## src/rtl/gpu_op_pkg.sv

```systemverilog
// Shared GPU draw-operation definitions.
// Holds the op payload struct, field widths and the bird sprite constants
// used by any block that produces or consumes draw ops.
package gpu_op_pkg;

  localparam int unsigned COORD_W = 11;
  localparam int unsigned ADDR_W  = 16;
  localparam int unsigned COLOR_W = 4;
  localparam int unsigned SCALE_W = 2;

  // One rectangle draw: fill with color, or blit from sprite memory when mem_en=1.
  typedef struct packed {
    logic [COORD_W-1:0] x;
    logic [COORD_W-1:0] y;
    logic [COORD_W-1:0] width;
    logic [COORD_W-1:0] height;
    logic [ADDR_W-1:0]  mem_addr;
    logic               mem_en;
    logic [COLOR_W-1:0] color;
    logic [SCALE_W-1:0] scale;
  } gpu_op_t;

  localparam int unsigned        BIRD_W        = 16;
  localparam int unsigned        BIRD_H        = 12;
  localparam logic [ADDR_W-1:0]  BIRD_MEM_ADDR = 16'h0400;
  localparam logic [SCALE_W-1:0] BIRD_SCALE    = 2'd2;

  localparam logic [COLOR_W-1:0] COLOR_BG   = 4'd0;
  localparam logic [COLOR_W-1:0] COLOR_PIPE = 4'd1;

endpackage

```

## src/rtl/gpu_op_seq.sv

```systemverilog
// Per-frame draw-list sequencer for the flappy-bird scene.
// On frame_start it snapshots the scene inputs and emits up to four draw ops
// (clear, top pipe, bottom pipe, bird) over a valid/ready handshake, skipping
// ops that fall fully off screen and clipping ones that hang off the edge.
// Ports:
//   clk, rst          clock, synchronous active-high reset
//   ce                clock enable; nothing advances while low
//   frame_start       request a new frame's draw list (honoured only when idle)
//   bird_y, pipe_x,
//   pipe_gap_y        scene geometry, sampled on frame_start
//   op, op_valid,
//   op_ready          draw-op output handshake
//   busy              a frame's list is in progress
//   frame_done        one-cycle pulse when the list completes
module gpu_op_seq
  import gpu_op_pkg::*;
#(
  parameter int unsigned HOR_ACTIVE_PIXELS = 640,
  parameter int unsigned VER_ACTIVE_PIXELS = 480,
  parameter int unsigned PIPE_WIDTH        = 52,
  parameter int unsigned GAP_HEIGHT        = 120,
  parameter int unsigned BIRD_X            = 100
) (
  input  logic               clk,
  input  logic               rst,
  input  logic               ce,
  input  logic               frame_start,
  input  logic [COORD_W-1:0] bird_y,
  input  logic [COORD_W-1:0] pipe_x,
  input  logic [COORD_W-1:0] pipe_gap_y,
  output gpu_op_t            op,
  output logic               op_valid,
  input  logic               op_ready,
  output logic               busy,
  output logic               frame_done
);

  localparam int unsigned EXT_W = COORD_W + 1;

  localparam logic [EXT_W-1:0] HOR_E    = EXT_W'(HOR_ACTIVE_PIXELS);
  localparam logic [EXT_W-1:0] VER_E    = EXT_W'(VER_ACTIVE_PIXELS);
  localparam logic [EXT_W-1:0] PIPE_W_E = EXT_W'(PIPE_WIDTH);
  localparam logic [EXT_W-1:0] GAP_H_E  = EXT_W'(GAP_HEIGHT);
  localparam logic [EXT_W-1:0] BIRD_H_E = EXT_W'(BIRD_H);

  typedef enum logic [1:0] {IDLE, BUILD, SEND} state_t;

  state_t             state;
  logic [1:0]         idx;
  logic [COORD_W-1:0] bird_y_q;
  logic [COORD_W-1:0] pipe_x_q;
  logic [COORD_W-1:0] gap_y_q;

  // One bit of headroom so edge sums and differences cannot wrap.
  logic [EXT_W-1:0] pipe_x_e, gap_y_e, bird_y_e, bot_y_e;
  logic [EXT_W-1:0] hor_rem, bot_h, bird_rem, pipe_w, bird_h;
  logic             pipe_off, bot_off, bird_off;

  gpu_op_t build_op;
  logic    build_skip;

  always_comb begin
    pipe_x_e = {1'b0, pipe_x_q};
    gap_y_e  = {1'b0, gap_y_q};
    bird_y_e = {1'b0, bird_y_q};
    bot_y_e  = gap_y_e + GAP_H_E;

    pipe_off = (pipe_x_e >= HOR_E);
    bot_off  = (bot_y_e >= VER_E);
    bird_off = (bird_y_e >= VER_E);

    // Differences are only used when the matching *_off flag is clear.
    hor_rem  = HOR_E - pipe_x_e;
    bot_h    = VER_E - bot_y_e;
    bird_rem = VER_E - bird_y_e;
    pipe_w   = (hor_rem < PIPE_W_E) ? hor_rem : PIPE_W_E;
    bird_h   = (bird_rem < BIRD_H_E) ? bird_rem : BIRD_H_E;
  end

  // Combinational op for the current index, registered in BUILD.
  always_comb begin
    build_op   = '0;
    build_skip = 1'b0;
    unique case (idx)
      2'd0: begin
        build_op.width  = COORD_W'(HOR_ACTIVE_PIXELS);
        build_op.height = COORD_W'(VER_ACTIVE_PIXELS);
        build_op.color  = COLOR_BG;
      end
      2'd1: begin
        build_op.x      = pipe_x_q;
        build_op.width  = COORD_W'(pipe_w);
        build_op.height = gap_y_q;
        build_op.color  = COLOR_PIPE;
        build_skip      = pipe_off || (gap_y_q == '0);
      end
      2'd2: begin
        build_op.x      = pipe_x_q;
        build_op.y      = COORD_W'(bot_y_e);
        build_op.width  = COORD_W'(pipe_w);
        build_op.height = COORD_W'(bot_h);
        build_op.color  = COLOR_PIPE;
        build_skip      = pipe_off || bot_off;
      end
      default: begin
        build_op.x        = COORD_W'(BIRD_X);
        build_op.y        = bird_y_q;
        build_op.width    = COORD_W'(BIRD_W);
        build_op.height   = COORD_W'(bird_h);
        build_op.mem_en   = 1'b1;
        build_op.mem_addr = BIRD_MEM_ADDR;
        build_op.scale    = BIRD_SCALE;
        build_skip        = bird_off;
      end
    endcase
  end

  // Sequencer FSM with registered outputs.
  always_ff @(posedge clk) begin
    if (rst) begin
      state      <= IDLE;
      idx        <= 2'd0;
      op         <= '0;
      op_valid   <= 1'b0;
      busy       <= 1'b0;
      frame_done <= 1'b0;
      bird_y_q   <= '0;
      pipe_x_q   <= '0;
      gap_y_q    <= '0;
    end else if (ce) begin
      frame_done <= 1'b0;
      unique case (state)
        IDLE: begin
          if (frame_start) begin
            bird_y_q <= bird_y;
            pipe_x_q <= pipe_x;
            gap_y_q  <= pipe_gap_y;
            idx      <= 2'd0;
            busy     <= 1'b1;
            state    <= BUILD;
          end
        end
        BUILD: begin
          if (!build_skip) begin
            op       <= build_op;
            op_valid <= 1'b1;
            state    <= SEND;
          end else if (idx == 2'd3) begin
            idx        <= 2'd0;
            busy       <= 1'b0;
            frame_done <= 1'b1;
            state      <= IDLE;
          end else begin
            idx <= idx + 2'd1;
          end
        end
        SEND: begin
          if (op_ready) begin
            op_valid <= 1'b0;
            if (idx == 2'd3) begin
              idx        <= 2'd0;
              busy       <= 1'b0;
              frame_done <= 1'b1;
              state      <= IDLE;
            end else begin
              idx   <= idx + 2'd1;
              state <= BUILD;
            end
          end
        end
        default: state <= IDLE;
      endcase
    end
  end

endmodule

```

## config.mk

```make
export PLATFORM = sky130hd
export DESIGN_NAME = gpu_op_seq
export DESIGN_NICKNAME = d
export VERILOG_FILES = /design/src/rtl/gpu_op_pkg.sv /design/src/rtl/gpu_op_seq.sv
export SDC_FILE = /design/constraint.sdc
export NUM_CORES = 1
export LEC_CHECK = 0
export ABC_AREA = 1
export CORE_MARGIN = 3
export CORE_UTILIZATION = 45
export DETAILED_ROUTE_END_ITERATION = 10
export PLACE_DENSITY = 0.74
export SLEW_MARGIN = 15
export SYNTH_ARGS = -nofsm -noshare
export SYNTH_HDL_FRONTEND = slang
export SYNTH_SLANG_ARGS = --single-unit
```

## constraint.sdc

```tcl
create_clock -name clk -period 2.4 [get_ports clk]
set_input_delay 0.48 -clock clk [delete_from_list [all_inputs] [get_ports clk]]
set_output_delay 0.48 -clock clk [all_outputs]
set_load 0.02 [all_outputs]
```

Yosys cells after proc, flatten, opt, wreduce, memory -nomap -nowiden:

Cells that the tools add are included.

* add/subtract/negate cells: 5
* multipliers: 0
* divide/modulo/power cells: 0
* order comparisons: 5
* equality and inequality tests: 10
* shifts and indexed selects: 0
* mux-type cells: 32
* bitwise gates (word level): 1
* reductions and logical operators: 15

Operators with widths (number)
* $pmux 22 s3: 1
* $pmux 11 s2: 2
* $mux 11: 2
* $mux 2: 9
* $add 11x7->12 const B: 1
* $ge 12x9->1 const B: 1
* $lt 12x4->1 const B: 1
* $lt 12x6->1 const B: 1
* $mux 12: 1
* $pmux 2 s3: 2
* $sub 10x11->12 const A: 1
* $sub 9x11->12 const A: 1
* $ge 11x10->1 const B: 1
* $ge 11x9->1 const B: 1
* $logic_not 11->1: 1
* $mux 1: 11
* $sub 9x11->11 const A: 1
* $ne 2x2->1 const B: 4
* $reduce_and 4->1: 2
* $eq 2x2->1 const B: 3
* $pmux 1 s3: 2
* $reduce_and 3->1: 2
* $reduce_and 5->1: 1
* $eq 2x1->1 const B: 2
* 10 further kinds: 14

* flip-flop bits (word level): 107
* bits in latches: 0
* bits in writable memories: 0
* bits in read-only memories: 0
* output and inout bits: 70
* memories kept: 0

Depth between registers and ports, before layout:

* depth after elaboration: 6
* mapped depth: 19
* mapped depth without buffers: 19

Least setup slack after synthesis:

No wires, ideal clock.

* kind: register to register
* from: reg gap_y_q[3]
* to: reg op[2] (netlist name)
* setup time: 0.070 ns
* arrival: 2.032 ns
* data required time: 2.330 ns
* slack: 0.298 ns
* stages on the path, launching flop included: 17
* buffers on the path: 1
* cell sequence: dfxtp_1 > inv_1 > ha_1 > xnor2_1 > nor2_2 > nand2_1 > nand2_1 > nand2_1 > nand2_1 > nand2_2 > nand2_2 > nand2_2 > nand3_4 > inv_4 > buf_6 > nand2_1 > a21oi_1

* word-level cells in the longest chain between the ends: 6
* elaborated cells on any way between the ends: 8

Ends and longest elaborated chain
* start: declaration: RTL line gpu_op_seq.sv:52 `logic [COORD_W-1:0] gap_y_q;`
* start signal: assignment: RTL line gpu_op_seq.sv:137 `gap_y_q <= pipe_gap_y;`
* $add 11x7->12: RTL line gpu_op_seq.sv:66 `bot_y_e = gap_y_e + GAP_H_E;`
* $ge 12x9->1: RTL line gpu_op_seq.sv:69 `bot_off = (bot_y_e >= VER_E);`
* $logic_or 1x1->1: RTL line gpu_op_seq.sv:103 `build_skip = pipe_off || bot_off;`
* $pmux 1 s3 (*): RTL line gpu_op_seq.sv:84 `unique case (idx)`
* $not 1->1 (no source line) (*)
* $reduce_and 3->1 (no source line) (*)
* end signal: assignment: RTL line gpu_op_seq.sv:145 `op <= build_op;`
* end: declaration: RTL line gpu_op_seq.sv:31 `output gpu_op_t op,`

Mark *: on every way between the ends. The rest lies on a longest branch, timed or not.
A chain may end at the register's enable or synchronous reset.

Worst setup path after layout:

* from: reg gap_y_q[4]
* to: reg op[58] (netlist name)

Same word-level chain as after synthesis.

==> run summary <==
Max Cap Viol - 0
CORE AREA - 0.00942 sq mm
Hold Slack - 0.459 ns
Int Pwr - 0.00242 W
number of nets in the layout - 782
cell count after synthesis - 642
fin crit share - 93.5%
Synth top area share - 38.7%
Fmax - 446 MHz
worst reg2reg path depth - 19
Unique masters post-synth - 30
area of the multi-input gates - 0.00221 sq mm
Synth Register Bits - 86
layout cell share with drive strength beyond 1 - 8.42%
Port Buffers - 88
end of the worst register-to-register path - op[58]
initial antenna violation count - 0
Worst path top cell family by delay - simple AND/OR/NAND/NOR gates
Cell Pwr Density - 644 mW/mm^2
worst hold path depth - 2
Routed Antenna Nets - 0
Yosys top cell by area - dfxtp_1
CTS max path bufs - 2
DIE WIDTH - 105 um
total CTS buffers - 9
Max Transition Viols Final - 0
critical path launch point - gap_y_q[4]
Total GRT Usage - 20.7%
starting density of the core - 47.2%
htree depth - 3
diode count - 0
post-DR wirelength/cell - 14.6 um
Initial DRT Pass Iterations - 8
clk slew on worst S/H paths - 0.09 ns
combinational power share - 29.3%
sequential share of power - 42.9%
DR iter-0 viols - 287
endpoints failing setup - 0
Area Overhead vs Synth - 28.8%
Sw Share - 34.4%
Seq/Total Area, Yosys - 38.7%
final hold viol count - 0
leakage - 2.32 nW
setup TNS - 0 ns
reg2reg setup slack - 0.16 ns
Critical Path Most Common Cell - nand2_1
die height - 105 um
Hold WC Path Type - flip-flop to flip-flop
max incr delay on CP - 0.35 ns
net switching power - 0.00127 W
pin count of the biggest net entering global routing - 67
CP max stage cell - dfxtp_2
Area contributors post-synth - dfxtp_1, nand2_1, a21oi_1, o21ai_0, inv_1
buffers plus inverters on the worst setup path - 4
CTS tree - yes
syn_area_per_cell - 6.92 sq um
most common cell after layout, fill and taps aside - nand2_1
register area - 0.00172 sq mm
Routed WL - 12700 um
Yosys warning total - 0
Sink Count - 86
filler cell count - 889
root buf cell - clkbuf_8
vias after detailed routing - 4397
Worst setup SP type - flip-flop
via count of the first global-routing pass - 3871
CP required - 2.68 ns
overall power - 0.00369 W
Crit. End Element - flip-flop
commonest cells after routing, fill and taps aside - nand2_1, a21oi_1, clkdlybuf4s50_1
Die ar. - 0.0111 sq mm
first-pass GRT wire length - 18700 um
latest clock arrival within the worst-skew pair - 0.36 ns
RD Place Congestion - 0.943
DRC Markers - 0
total grt overflow - 0
min Tclk post-route - 2.24 ns
Vias/cell - 5.08
status - finished clean
critical path class - flip-flop to flip-flop
hold_sp - op[40]
Ports - 108
Fin Clk Skew - 0.0124 ns
r2r startpoint - gap_y_q[4]
Clk network pwr share - 27.8%
synthesized area - 0.00444 sq mm
CP Data Arrival Time - 2.52 ns
peak supply drop - 0.360 mV
Worst Path Max Fanout - 6
Row Count - 35
sequence of cells on the critical path - inv_1 > ha_4 > nand2_2 > inv_2 > nand2_1 > nand2_2 > nor2_4 > nand2_1 > nand2_1 > nand2_1 > nand2_1 > nand2_2 > nand2_2 > nand2_2 > nand3_4 > buf_12 > clkbuf_16 > nand2_1 > a21oi_1
Worst Hold End - op[40]
hpwl dp - 8750 um
-- worst reg2reg max path: stages, from the launching register on --
cell       delay (ns)
dfxtp_2          0.35
inv_1            0.09
ha_4             0.18
nand2_2          0.08
inv_2            0.04
nand2_1          0.07
nand2_2          0.11
nor2_4           0.13
nand2_1          0.07
nand2_1          0.06
nand2_1          0.05
nand2_1          0.08
nand2_2          0.06
nand2_2          0.06
nand2_2          0.08
nand3_4          0.10
buf_12           0.15
clkbuf_16        0.16
nand2_1          0.06
a21oi_1          0.17
-- metal layers --
metal / global-route usage, % / vias to the layer above / wire (um)
met5: 0 / - / 0
met4: 5.06 / 0 / 106
met3: 3.92 / 7 / 922
met2: 33.2 / 159 / 5900
met1: 28.8 / 2010 / 5740
li1: - / 2221 / -
-- layout make-up --
cell class / count / area share (%)
Timing Repair inverter: 2 / 0.306
Clock inverter: 5 / 1.03
Timing Repair Buffer: 108 / 19.4
Clock buffer: 11 / 2.30
Inverter: 78 / 5.33
Sequential cell: 86 / 30.1
Tap cell: 129 / 2.82
Multi-Input combinational cell: 446 / 38.7
-- registers in the layout, indices dropped and copies added, names as in the netlist --
signal / cells
gap_y_q: 11
state: 2
op_valid: 1
op: 46
busy: 1
pipe_x_q: 11
bird_y_q: 11
idx: 2
frame_done: 1
-- per-stage QoR --
stage	worst slack [ns]	utilization, %	std cells	instance area [sq um]
floorplan	0.298	-	660	4510
global placement	0.245	57.0	839	5370
detailed placement	0.137	57.0	839	5370
CTS	0.117	59.0	855	5560
global route	-0.0329	60.8	865	5720
finish	0.157	60.8	865	5720
-- worst max-delay path by stage --
stage,end,cells after the start
after global routing,op[25],19
after global placement,op[53],17
after CTS,idx[1],19
after detailed placement,idx[1],19
final,op[58],19
after floorplan,op[2],16
-- synthesized netlist by cell type, drive strengths merged --
library cell,count
nand2,153
a21oi,93
dfxtp,86
inv,78
o21ai,57
nor2,37
buf,29
nand3,28
clkbuf,21
ha,13
o22ai,13
nand4,8
nor3,5
or2,5
xor2,4
xnor2,3
a31oi,2
nor4,2
a21boi,1
conb,1
nand3b,1
o2111ai,1
o221ai,1
-- repair_timing --
action                     in CTS  in global routing
hold buffers                    0                  0
gates resized for setup         0                  9
buffers inserted                0                  4
setup endpoints to repair       0                 45
-- cells by family after synthesis --
group           count (synthesis)  share of synthesized area, %
xor+xnor                        7                          1.38
buf+inv                       128                          13.5
flops                          86                          38.7
simple gates                  239                          23.1
fa+ha+maj                      13                          3.66
other cells                     1                        0.0844
compound gates                168                          19.6
-- power by group through the flow --
stage,logic [W],registers (W),clock network [W]
2_1_floorplan,0.000678,0.00164,0
3_3_place_gp,0.000980,0.00161,0
3_5_place_dp,0.000996,0.00161,0
4_1_cts,0.00100,0.00158,0.00103
5_1_grt,0.00119,0.00159,0.00108
6_report,0.00108,0.00158,0.00102
Power figures use the tool's default switching activity.
